<file path="config.mk">
export PLATFORM = sky130hd
export DESIGN_NAME = adjacent_count_updater_flat
export DESIGN_NICKNAME = d
export VERILOG_FILES = /design/src/rtl/minesweeper_pkg.sv /design/src/rtl/adjacent_count_updater_if.sv /design/src/rtl/neighbour_gen.sv /design/src/rtl/adjacent_count_updater.sv /design/src/flat_wrapper.sv
export SDC_FILE = /design/constraint.sdc
export NUM_CORES = 1
export LEC_CHECK = 0
export ABC_AREA = 1
export CORE_UTILIZATION = 55
export CTS_BUF_LIST = sky130_fd_sc_hd__clkbuf_4 sky130_fd_sc_hd__clkbuf_8 sky130_fd_sc_hd__clkbuf_16
export CTS_CLUSTER_DIAMETER = 150
export DETAILED_ROUTE_END_ITERATION = 8
export GPL_TIMING_DRIVEN = 0
export PLACE_DENSITY = 0.95
export SLEW_MARGIN = 20
export SYNTH_ARGS = -nofsm -noshare
export SYNTH_HDL_FRONTEND = slang
export SYNTH_SLANG_ARGS = --single-unit
</file>
<file path="constraint.sdc">
create_clock -name clk -period 8.4 [get_ports clk]
set_clock_uncertainty 0.05 [all_clocks]
set_input_delay 2.52 -clock clk [delete_from_list [all_inputs] [get_ports clk]]
set_output_delay 2.52 -clock clk [all_outputs]
set_load 0.01 [all_outputs]
</file>
<file path="src/rtl/minesweeper_pkg.sv">
// minesweeper_pkg: shared board dimensions, count limits, FSM states and neighbour offsets
package minesweeper_pkg;

    localparam int BOARD_W   = 8;
    localparam int BOARD_H   = 8;
    localparam int X_W       = $clog2(BOARD_W);
    localparam int Y_W       = $clog2(BOARD_H);
    localparam int COUNT_W   = 4;
    localparam int MAX_COUNT = 8;
    localparam int NB_COUNT  = 8;

    typedef enum logic [2:0] {
        IDLE  = 3'b001,
        WALK  = 3'b010,
        CLEAR = 3'b100
    } state_t;

    // Neighbour order: top row left to right, middle row left/right, bottom row left to right
    localparam logic signed [1:0] NB_DX [NB_COUNT] = '{-2'sd1, 2'sd0, 2'sd1, -2'sd1, 2'sd1, -2'sd1, 2'sd0, 2'sd1};
    localparam logic signed [1:0] NB_DY [NB_COUNT] = '{-2'sd1, -2'sd1, -2'sd1, 2'sd0, 2'sd0, 2'sd1, 2'sd1, 2'sd1};

endpackage

</file>
<file path="src/rtl/adjacent_count_updater_if.sv">
// adjacent_count_updater_if: increment/clear requests plus the number-board access port
interface adjacent_count_updater_if
    import minesweeper_pkg::*;
#(
    parameter int XW = X_W,
    parameter int YW = Y_W,
    parameter int CW = COUNT_W
);

    logic          inc_req;
    logic [XW-1:0] inc_x;
    logic [YW-1:0] inc_y;
    logic          inc_ready;
    logic          clear_start;
    logic          clear_done;
    logic [XW-1:0] num_x;
    logic [YW-1:0] num_y;
    logic [CW-1:0] num_rd_data;
    logic [CW-1:0] num_wr_data;
    logic          num_wr_en;
    logic          busy;

    modport master (
        output inc_req, inc_x, inc_y, clear_start, num_rd_data,
        input  inc_ready, clear_done, num_x, num_y, num_wr_data, num_wr_en, busy
    );

    modport slave (
        input  inc_req, inc_x, inc_y, clear_start, num_rd_data,
        output inc_ready, clear_done, num_x, num_y, num_wr_data, num_wr_en, busy
    );

endinterface

</file>
<file path="src/rtl/neighbour_gen.sv">
// neighbour_gen: combinational neighbour coordinate and bounds check for one offset index
module neighbour_gen
    import minesweeper_pkg::*;
#(
    parameter  int boardWidth  = BOARD_W,
    parameter  int boardHeight = BOARD_H,
    localparam int XW          = $clog2(boardWidth),
    localparam int YW          = $clog2(boardHeight)
) (
    input  logic [XW-1:0] cx,
    input  logic [YW-1:0] cy,
    input  logic [2:0]    idx,
    output logic [XW-1:0] nx,
    output logic [YW-1:0] ny,
    output logic          in_bounds
);

    logic signed [XW:0] sx;
    logic signed [YW:0] sy;

    // One extra bit lets -1 show up as negative and the far-edge overflow land outside the board
    assign sx        = $signed({1'b0, cx}) + (XW+1)'(NB_DX[idx]);
    assign sy        = $signed({1'b0, cy}) + (YW+1)'(NB_DY[idx]);
    assign nx        = sx[XW-1:0];
    assign ny        = sy[YW-1:0];
    assign in_bounds = !sx[XW] && !sy[YW]
                    && (32'(sx[XW-1:0]) < 32'(boardWidth))
                    && (32'(sy[YW-1:0]) < 32'(boardHeight));

endmodule

</file>
<file path="src/rtl/adjacent_count_updater.sv">
// adjacent_count_updater: bumps the adjacency count of every neighbour of a placed mine, and clears the board
module adjacent_count_updater
    import minesweeper_pkg::*;
#(
    parameter int boardWidth  = BOARD_W,
    parameter int boardHeight = BOARD_H,
    parameter int countWidth  = COUNT_W
) (
    input logic clk,
    input logic reset,
    adjacent_count_updater_if.slave bus
);

    localparam int XW = $clog2(boardWidth);
    localparam int YW = $clog2(boardHeight);

    state_t                state, state_nx;
    logic [2:0]            idx;
    logic [XW-1:0]         ctr_x, sw_x, addr_x, nb_x;
    logic [YW-1:0]         ctr_y, sw_y, addr_y, nb_y;
    logic                  nb_in, walk_wr, sweep_last, row_last, clear_done_q;
    logic [countWidth-1:0] sat_data;

    neighbour_gen #(
        .boardWidth (boardWidth),
        .boardHeight(boardHeight)
    ) u_neighbour_gen (
        .cx       (ctr_x),
        .cy       (ctr_y),
        .idx      (idx),
        .nx       (nb_x),
        .ny       (nb_y),
        .in_bounds(nb_in)
    );

    assign row_last   = sw_x == XW'(boardWidth - 1);
    assign sweep_last = row_last && sw_y == YW'(boardHeight - 1);

    // Next state and board-port outputs; writes are gated by reset so an abort stops them at once
    always_comb begin
        walk_wr         = (state == WALK) && nb_in;
        sat_data        = (bus.num_rd_data >= countWidth'(MAX_COUNT - 1)) ? countWidth'(MAX_COUNT)
                                                                          : bus.num_rd_data + countWidth'(1);
        state_nx        = (state == IDLE)  ? (bus.clear_start ? CLEAR : bus.inc_req ? WALK : IDLE)
                        : (state == WALK)  ? (idx == 3'd7 ? IDLE : WALK)
                        : (state == CLEAR) ? (sweep_last ? IDLE : CLEAR)
                        : IDLE;
        bus.num_wr_en   = reset && (walk_wr || state == CLEAR);
        bus.num_wr_data = walk_wr ? sat_data : '0;
        bus.num_x       = walk_wr ? nb_x : (state == CLEAR) ? sw_x : addr_x;
        bus.num_y       = walk_wr ? nb_y : (state == CLEAR) ? sw_y : addr_y;
        bus.busy        = (state == WALK) || (state == CLEAR);
        bus.inc_ready   = reset && (state == IDLE) && !bus.clear_start;
        bus.clear_done  = clear_done_q;
    end

    // State register, request latch, walk index, sweep counter and held address
    always_ff @(posedge clk) begin
        if (!reset) begin
            state        <= IDLE;
            idx          <= '0;
            ctr_x        <= '0;
            ctr_y        <= '0;
            sw_x         <= '0;
            sw_y         <= '0;
            addr_x       <= '0;
            addr_y       <= '0;
            clear_done_q <= 1'b0;
        end else begin
            state        <= state_nx;
            addr_x       <= bus.num_x;
            addr_y       <= bus.num_y;
            clear_done_q <= (state == CLEAR) && sweep_last;
            if (state == IDLE && bus.clear_start) begin
                sw_x <= '0;
                sw_y <= '0;
            end else if (state == IDLE && bus.inc_req) begin
                ctr_x <= bus.inc_x;
                ctr_y <= bus.inc_y;
                idx   <= '0;
            end
            if (state == WALK) idx <= idx + 3'd1;
            if (state == CLEAR) begin
                sw_x <= row_last ? '0 : sw_x + XW'(1);
                if (row_last) sw_y <= sweep_last ? '0 : sw_y + YW'(1);
            end
        end
    end

endmodule

</file>
<file path="src/flat_wrapper.sv">
// flat-port wrapper written by rule: the top's interface ports become plain ports
module adjacent_count_updater_flat import minesweeper_pkg::*;
#(
    parameter int boardWidth  = BOARD_W,
    parameter int boardHeight = BOARD_H,
    parameter int countWidth  = COUNT_W
)
  (clk, reset, bus_inc_req, bus_inc_x, bus_inc_y, bus_clear_start, bus_num_rd_data, bus_inc_ready, bus_clear_done, bus_num_x, bus_num_y, bus_num_wr_data, bus_num_wr_en, bus_busy);
  adjacent_count_updater_if bus_i ();
  input logic clk;
  input logic reset;
  input wire logic [$bits(bus_i.inc_req)-1:0] bus_inc_req;
  input wire logic [$bits(bus_i.inc_x)-1:0] bus_inc_x;
  input wire logic [$bits(bus_i.inc_y)-1:0] bus_inc_y;
  input wire logic [$bits(bus_i.clear_start)-1:0] bus_clear_start;
  input wire logic [$bits(bus_i.num_rd_data)-1:0] bus_num_rd_data;
  output wire logic [$bits(bus_i.inc_ready)-1:0] bus_inc_ready;
  output wire logic [$bits(bus_i.clear_done)-1:0] bus_clear_done;
  output wire logic [$bits(bus_i.num_x)-1:0] bus_num_x;
  output wire logic [$bits(bus_i.num_y)-1:0] bus_num_y;
  output wire logic [$bits(bus_i.num_wr_data)-1:0] bus_num_wr_data;
  output wire logic [$bits(bus_i.num_wr_en)-1:0] bus_num_wr_en;
  output wire logic [$bits(bus_i.busy)-1:0] bus_busy;
  assign bus_i.inc_req = bus_inc_req;
  assign bus_i.inc_x = bus_inc_x;
  assign bus_i.inc_y = bus_inc_y;
  assign bus_i.clear_start = bus_clear_start;
  assign bus_i.num_rd_data = bus_num_rd_data;
  assign bus_inc_ready = bus_i.inc_ready;
  assign bus_clear_done = bus_i.clear_done;
  assign bus_num_x = bus_i.num_x;
  assign bus_num_y = bus_i.num_y;
  assign bus_num_wr_data = bus_i.num_wr_data;
  assign bus_num_wr_en = bus_i.num_wr_en;
  assign bus_busy = bus_i.busy;
  adjacent_count_updater #(.boardWidth(boardWidth), .boardHeight(boardHeight), .countWidth(countWidth)) u_core (.clk(clk), .reset(reset), .bus(bus_i));
endmodule
</file>
After elaboration in Yosys (flattened, before gate mapping)

Memory sizes are Yosys's and may differ from the RTL's.
Cells that the tools add are included.

Register bits: 25
RAM bits: 0
Bits in read-only memories: 32
Output and inout bits: 14
Bits in latches: 0
Input bits: 14
Word-level logic and storage cells: 73
Memories: 2

Memories:

| memory           | depth | width | rd ports | clocked after Yosys merged registers in | write ports | RTL line            | source |
|---|---|---|---|---|---|---|---|
| (name not given) | 8     | 2     | 1        | 0                                       | 0           | neighbour_gen.sv:23 | `assign sy = $signed({1'b0, cy}) + (YW+1)'(NB_DY[idx]);` |
| (name not given) | 8     | 2     | 1        | 0                                       | 0           | neighbour_gen.sv:22 | `assign sx = $signed({1'b0, cx}) + (XW+1)'(NB_DX[idx]);` |

$mul: 0
Eq/ne operators: 7
Divide/modulo/power cells: 0
Add/sub/neg operators: 6
Bitwise logic cells: 2
Reduce and logical (&&, ||, !) cells: 18
Mux-type cells: 27
Shifts and indexed selects: 0
Order comparisons: 2

Operator list:

| operator                                            | count |
|---|---|
| 2-to-1 mux 3 bit                                    | 19 |
| equality test 3 bit, second input constant          | 4 |
| 2-to-1 mux 2 bit                                    | 6 |
| adder 3 x 1 -> 3 bit, second input constant         | 3 |
| logical AND 1 bit                                   | 9 |
| adder 4 x 2 -> 4 bit                                | 2 |
| 2-to-1 mux 4 bit                                    | 2 |
| adder 4 x 1 -> 4 bit, second input constant         | 1 |
| >= comparator 4 x 3 -> 1 bit, second input constant | 1 |
| >= comparator 4 bit, second input constant          | 1 |
| NOT 3 -> 4 bit                                      | 1 |
| AND reduction 2 bit                                 | 2 |
| nonzero test 2 bit                                  | 2 |
| equality test 3 x 1 -> 1 bit, second input constant | 1 |
| equality test 3 x 2 -> 1 bit, second input constant | 1 |
| logical NOT 1 bit                                   | 3 |
| logical OR 1 bit                                    | 2 |
| != test 2 x 1 -> 1 bit, second input constant       | 1 |
| NOT 1 bit                                           | 1 |

Longest topological paths before layout

Gate-level depths: netlist of the first run.

Word-level depth: 10
Mapped depth: 14
Gate-level depth less buffers: 14

Cells and area by module

A second synthesis of the first run with hierarchy kept.

Cells, all modules: 222
Area, all modules: 1581.5 um^2

Modules (own cells, without submodules):

| module                 | area an instance (um^2) | seq. area each (um^2) | times used | cells an instance |
|---|---|---|---|---|
| adjacent_count_updater | 1275.0                  | 500.5                 | 1          | 176 |
| neighbour_gen          | 306.5                   | 0.0                   | 1          | 46 |

Least setup slack after synthesis of the first run

OpenSTA, ideal clock, no wires.

Kind: input -> output
Start point: in reset
End point: out bus_num_wr_en
Buffers on the path: 2
Data required time: 5.830 ns
Stages: 4
Arrival time: 3.237 ns
Slack: 2.593 ns
Cell sequence: buf_2 > clkinv_1 > clkbuf_1 > a21oi_2

Cells in the longest elaborated chain, start to end: 1

Ends and longest elaborated chain:

| element           | RTL line                     | source |
|---|---|---|
| from (decl)       | flat_wrapper.sv:11           | `input logic reset;` |
| logical AND 1 bit | adjacent_count_updater.sv:48 | `bus.num_wr_en = reset && (walk_wr \|\| state == CLEAR);` |
| to (decl)         | flat_wrapper.sv:22           | `output wire logic [$bits(bus_i.num_wr_en)-1:0] bus_num_wr_en;` |

Every way passes these cells.

Worst setup path after layout of the first run

Start point: in bus_num_rd_data[0]
End point: out bus_num_wr_data[2]

Cells in the longest elaborated chain, start to end: 3
Elaborated cells on any way between the ends: 4
Classes of those cells: add/sub (1); order compare (1); mux (2)

Ends and longest elaborated chain:

| element                                                              | RTL line                                                   | source |
|---|---|---|
| from (decl)                                                          | flat_wrapper.sv:16                                         | `input wire logic [$bits(bus_i.num_rd_data)-1:0] bus_num_rd_data;` |
| adder 4 x 1 -> 4 bit or >= comparator 4 x 3 -> 1 bit (tied branches) | adjacent_count_updater.sv:43, adjacent_count_updater.sv:42 |  |
| 2-to-1 mux 4 bit (*)                                                 | adjacent_count_updater.sv:42                               | `sat_data = (bus.num_rd_data >= countWidth'(MAX_COUNT - 1)) ? countWidth'(MAX_COUNT)` |
| 2-to-1 mux 4 bit (*)                                                 | adjacent_count_updater.sv:49                               | `bus.num_wr_data = walk_wr ? sat_data : '0;` |
| to (decl)                                                            | flat_wrapper.sv:21                                         | `output wire logic [$bits(bus_i.num_wr_data)-1:0] bus_num_wr_data;` |

Every way passes the cells marked *; elsewhere a longest branch is shown, timed or not.

==> results.json, run 1 <==
{
  "outcome": "completed",
  "hold_viol_final": 0,
  "fillerInstances": 215,
  "path_cells": "clkdlybuf4s50_1 -> ha_1 -> a21oi_1 -> nand2_2 -> nor2_1 -> clkdlybuf4s50_1",
  "hold_end": "u_core.ctr_y[0]",
  "criticalPathCategory": "in2out",
  "tightest_slew_ns": 0.5232,
  "drc": 0,
  "dr.pass1.iters": 4,
  "io-pin-count": 28,
  "grt_max_degree": 15,
  "ctsHoldBuffers": 0,
  "wl_per_cell_um": 11.84,
  "worst_ep_arrival_time_ns": 4.19,
  "power_frac_seq": 0.531,
  "drt_iter0_markers": 39,
  "die-area_um2": 3174,
  "drive_gt1_frac": 0.1032,
  "io_buffers": 26,
  "numCtsBuffers": 3,
  "leakagePower_nw": 0.9376,
  "power.density_nw_per_um2": 123.2,
  "fin_crit_sh": 0.8048,
  "max_stage_delay_ns": 0.53,
  "syn-cell-area_um2": 1624,
  "hold_depth": 2,
  "wl_um": 3352,
  "cp-end-kind": "output pin",
  "cts-root-buf": "clkbuf_4",
  "cts_setup_buffers": 0,
  "reg2reg_slack_ns": 5.81,
  "combPwrFrac": 0.242,
  "slew_headroom": 0.6512,
  "grt_overflow": 0,
  "drv_cap": 0,
  "clk_latency_ns": 0.32,
  "start_kind": "input port",
  "finalNetCount": 287,
  "synthArstFlopShare": 0,
  "p_int_uw": 164.3,
  "antenna_cells": 0,
  "ir_worst_vdd_uv": 99.33,
  "vias_per_cell": 5.230,
  "vias": 1480,
  "grt_pass1_wl_um": 5595,
  "antenna_found_initial": 0,
  "core_um2": 2781,
  "syn_area_per_cell_um2": 7.316,
  "multiInputGateArea_um2": 963.4,
  "cp_common_cell": "clkdlybuf4s50_1",
  "synthToLayoutAreaGrowth_pct": 20.11,
  "cts_max_level": 1,
  "setup_viol": 0,
  "reg2reg_depth": 12,
  "postRouteAntennaNets": 0,
  "clockBufferDepth": 2,
  "hp-class": "reg2reg",
  "syn_inst": 222,
  "die_h_um": 56.34,
  "critical_path.max_fanout": 3,
  "synth_cell_types": 32,
  "grt_pass1_vias": 1355,
  "path_clk_slew_ns": 0.14,
  "tns_ns": 0,
  "gp_congestion": 0.8069,
  "p_clk_frac": 0.227,
  "yosysTopAreaCell": "dfxtp_1",
  "cts_resized": 0,
  "reg2reg_to": "u_core.addr_x[0]",
  "clock.fmax_ghz": 0.1479,
  "yosys_warnings": 0,
  "synth_flop_cell": "dfxtp_1",
  "synth_area_leaders": "dfxtp_1 31%, ha_1 14%, nand2_1 12%, inv_1 7.2%, nor2_1 5.1%",
  "synth_edf_count": 0,
  "yosys_register_bits": 25,
  "place_ws_ns": 1.637,
  "r2r-start": "u_core.idx[0]",
  "hold_start": "u_core.ctr_y[0]",
  "synth_top_cell_area_share": 0.3082,
  "power_switching_uw": 76.00,
  "place_hpwl_um": 2623,
  "die_w_um": 56.34,
  "syn_nets": 256,
  "yosysSeqAreaShare": 0.3082,
  "rsz0062_at_grt": "no",
  "fin_crit_ns": 6.761,
  "switching_share": 0.3163,
  "worstPathRequired_ns": 5.83,
  "regArea_um2": 500.5,
  "fin_ws_ns": 1.639,
  "start_util": 0.5839,
  "rows": 19,
  "cpMaxStageDelayCell": "clkdlybuf4s50_1",
  "cts_tree": "built",
  "slew_violations": 0,
  "cts_sinks": 25,
  "grt_use_total": 0.2224
}
## logic make-up after synthesis
| kind of cell | Yosys count | share of synthesized area |
|---|---|---|
| buffers and inverters | 41 | 0.09861 |
| multiplexers | 1 | 0.006164 |
| adder cells (fa/ha/maj) | 20 | 0.1633 |
| AND/OR/NAND/NOR | 95 | 0.2774 |
| XOR/XNOR | 2 | 0.01079 |
| flip-flops | 25 | 0.3082 |
| AO/OA/AOI/OAI | 38 | 0.1356 |
## synthesized netlist by cell type, types with 3 or more instances
library cell   n
o21ai_0       12
nand2_2        3
o21bai_1       6
inv_2          5
nand3_1        6
inv_1         31
ha_1          18
nor2_1        22
dfxtp_1       25
a21oi_1       15
nand2_1       52
## stage by stage
step	std cells	util	total power [mW]	area, µm²	hold WS (ns)
finish	283	0.7013	0.2403	1951	0.4559
CTS	283	0.7013	0.2420	1951	0.4528
floorplan	222	-	0.1693	1624	0.4057
global placement	279	0.6914	0.1849	1923	0.4191
detailed placement	279	0.6914	0.1879	1923	0.4329
global route	283	0.7013	0.2574	1951	0.4796
## flip-flops by register name (all words and copies together), names as in the netlist
register / cells
u_core.ctr_x: 3
u_core.state: 3
u_core.addr_y: 3
u_core.sw_y: 3
u_core.idx: 3
u_core.bus.clear_done: 1
u_core.sw_x: 3
u_core.ctr_y: 3
u_core.addr_x: 3
## critical path: cells and delay by family
| family | cells | cell delay [ns] |
|---|---|---|
| compound gates | 1 | 0.26 |
| simple gates | 2 | 0.20 |
| buf+inv | 2 | 0.98 |
| fa+ha+maj | 1 | 0.23 |
## how the worst max path moves through the flow
stage | slack, ns | startpoint | to | cells past startpoint
5_1_grt | 1.52 | bus_num_rd_data[0] | bus_num_wr_data[0] | 6
3_3_place_gp | 1.69 | bus_num_rd_data[0] | bus_num_wr_data[1] | 6
6_report | 1.64 | bus_num_rd_data[0] | bus_num_wr_data[2] | 6
3_5_place_dp | 1.64 | bus_num_rd_data[0] | bus_num_wr_data[2] | 6
2_1_floorplan | 2.59 | reset | bus_num_wr_en | 4
4_1_cts | 1.63 | bus_num_rd_data[0] | bus_num_wr_data[2] | 6
## final cells by class
type,count,share of cell area
tap,31,0.01988
timing repair buffer,26,0.1334
clock inverter,1,0.002566
multi-input combinational,156,0.4939
sequential,25,0.2566
inverter,37,0.07120
buffer,4,0.01090
clock buffer,3,0.01155
## power groups by stage
stage	Combinational (mW)	Clock (mW)	Sequential, mW
4_1_cts	0.0581	0.0564	0.127
2_1_floorplan	0.0399	0	0.129
3_3_place_gp	0.0550	0	0.130
6_report	0.0581	0.0546	0.128
5_1_grt	0.0655	0.0638	0.128
3_5_place_dp	0.0578	0	0.130
## cells in the final DEF (no fill, tap or decap), drive strengths merged, types with 2 or more instances in the layout
master	count
o21bai	6
clkdlybuf4s50	26
clkbuf	4
nor3	4
inv	36
buf	3
nand2	56
nand3	9
fa	2
ha	18
dfxtp	25
clkinv	2
o21ai	14
nor2	24
xor2	2
a21oi	17
## routing by layer
layer	share of wire	track usage
met3	0.042	0.03687
met2	0.50	0.4065
met4	0.0089	0.06969
met1	0.45	0.2637
met5	0	0
Power figures use the tool's default switching activity.
==> run 2, diff against run 1 <==
CORE_UTILIZATION = 52   (was 55)
PLACE_DENSITY = 0.91   (was 0.95)
clock period = 7.1 ns   (was 8.4 ns; I/O delays follow)
==> results.json, run 2 (synthesis gave the netlist of run 1 again) <==
{
  "outcome": "finished with violations",
  "violations": "design-rule violations",
  "dp_cells": 279,
  "critical_path.max_fanout": 3,
  "core_um2": 2853,
  "finalNetCount": 287,
  "dr.max_layer_used": "met4",
  "clock.fmax_ghz": 0.1668,
  "io_buffers": 26,
  "hold_start": "u_core.sw_x[2]",
  "die_w_um": 57.89,
  "cp_common_cell": "clkdlybuf4s50_1",
  "hold_depth": 2,
  "m1WireLength_um": 1511,
  "hold_end": "u_core.sw_x[2]",
  "r2r-start": "u_core.idx[0]",
  "stdcell_count": 283,
  "met3WireLength_um": 185,
  "worst_ep_arrival_time_ns": 3.82,
  "grt_pass1_wl_um": 5920,
  "clk_latency_ns": 0.33,
  "clockBufferDepth": 2,
  "critPathTopFamily": "buffers and inverters",
  "drt_iter0_markers": 56,
  "tightest_slew_ns": 0.4756,
  "start_util": 0.5693,
  "numCtsBuffers": 3,
  "cp_num_buf_inv": 2,
  "hold_viol_final": 0,
  "slew_violations": 0,
  "fin_util": 0.6838,
  "drc": 1,
  "cts_setup_buffers": 0,
  "vias": 1482,
  "ir_worst_vdd_uv": 87.61,
  "path_cells": "clkdlybuf4s50_1 -> ha_1 -> a21oi_1 -> nand2_2 -> nor2_1 -> clkdlybuf4s50_1",
  "rsz0062_at_grt": "no",
  "antenna_found_initial": 0,
  "fin_crit_ns": 5.996,
  "place_ws_ns": 1.100,
  "rows": 19,
  "io-pin-count": 28,
  "path_clk_slew_ns": 0.14,
  "wl_um": 3441,
  "slew_headroom": 0.6829,
  "tns_ns": 0,
  "fin_crit_sh": 0.8444,
  "leakagePower_nw": 0.9376,
  "dr.pass1.iters": 6,
  "ctsHoldBuffers": 0,
  "criticalPathCategory": "in2out",
  "final_common_cell": "nand2_1",
  "wl_met2_um": 1681,
  "max_stage_delay_ns": 0.56,
  "fillerInstances": 234,
  "setup_viol": 0,
  "hp-class": "reg2reg",
  "power.density_nw_per_um2": 146.6,
  "vias_per_cell": 5.237,
  "drive_gt1_frac": 0.1032,
  "drv_cap": 0,
  "reg2reg_to": "u_core.addr_x[2]",
  "cts-root-buf": "clkbuf_4",
  "worstPathRequired_ns": 4.92,
  "wl_per_cell_um": 12.16,
  "gp_congestion": 0.7990,
  "reg2reg_depth": 12,
  "mostFrequentLayoutCells": "52 x nand2_1, 31 x inv_1, 26 x clkdlybuf4s50_1, 25 x dfxtp_1, 22 x nor2_1",
  "grt_pass1_vias": 1429,
  "cts_tree": "built",
  "start_kind": "input port",
  "place_hpwl_um": 2672,
  "cpMaxStageDelayCell": "clkdlybuf4s50_1",
  "cp-end-kind": "output pin",
  "reg2reg_slack_ns": 4.50,
  "die-area_um2": 3351,
  "postRouteAntennaNets": 0,
  "die_h_um": 57.89,
  "antenna_cells": 0,
  "cts_sinks": 25,
  "crit_cells": 6,
  "fin_ws_ns": 1.105,
  "grt_use_total": 0.2286,
  "grt_max_degree": 15,
  "cts_max_level": 1,
  "cts_resized": 0,
  "synthToLayoutAreaGrowth_pct": 20.11,
  "grt_overflow": 0
}
## run 2: cell counts in the layout (fill, tap and decap cells not counted)
Identical to the previous run, type by type.
## run 2: worst min-delay path: cells and delay by family, from the launching register on
family | cells | cell delay [ns]
DFF | 1 | 0.35
and+or+nand+nor | 1 | 0.06
AOI/OAI and AO/OA | 1 | 0.05
## run 2: layout make-up
type / count / area, µm² / area share
Clock inverter: 1 / 5.005 / 0.002566
Clock buffer: 3 / 22.52 / 0.01155
Buffer: 4 / 21.27 / 0.01090
Inverter: 37 / 138.9 / 0.07120
Multi-Input combinational cell: 156 / 963.4 / 0.4939
Tap cell: 31 / 38.79 / 0.01988
Timing Repair Buffer: 26 / 260.3 / 0.1334
Sequential cell: 25 / 500.5 / 0.2566
## run 2: how the worst max path moves through the flow
| stage | startpoint | to | slack (ns) |
|---|---|---|---|
| final | bus_num_rd_data[0] | bus_num_wr_data[0] | 1.10 |
| after global routing | bus_num_rd_data[0] | bus_num_wr_data[0] | 0.98 |
| after CTS | bus_num_rd_data[0] | bus_num_wr_data[0] | 1.09 |
| after detailed placement | bus_num_rd_data[0] | bus_num_wr_data[0] | 1.10 |
| after global placement | bus_num_rd_data[0] | bus_num_wr_data[2] | 1.14 |
| after floorplan | reset | bus_num_wr_en | 2.07 |
## run 2: metal layers
layer | vias up | GRT usage
li1 | 761 | -
met1 | 666 | 0.2765
met2 | 46 | 0.4007
met3 | 9 | 0.03348
met4 | 0 | 0.1020
met5 | - | 0
## run 2: through the flow
stage                     instance area [µm²]  total power, mW  hold slack [ns]
after floorplan                          1624           0.2003           0.4057
after global placement                   1923           0.2192           0.4201
after detailed placement                 1923           0.2221           0.4281
after CTS                                1951           0.2864           0.4471
after global routing                     1951           0.3041           0.4698
final                                    1951           0.2859           0.4497
## run 2: power breakdown
part | internal [mW] | total (mW) | switching, mW
registers | 0.146 | 0.151 | 0.00488
logic | 0.0273 | 0.0684 | 0.0412
clock network | 0.0212 | 0.0665 | 0.0454
==> run 3, diff against run 2 <==
clock period = 6.2 ns   (was 7.1 ns; I/O delays follow)
==> results of run 3 <==
Same layout as run 2 (identical final DEF). Status: finished with violations: design-rule violations.
Among the figures that moved: setup slack after placement 1.100 ns -> 0.7400 ns; setup slack after layout 1.105 ns -> 0.7445 ns; register-to-register setup slack 4.50 ns -> 3.60 ns; total power 0.2859 mW -> 0.3274 mW; worst IR drop on VDD 87.61 µV -> 100.3 µV
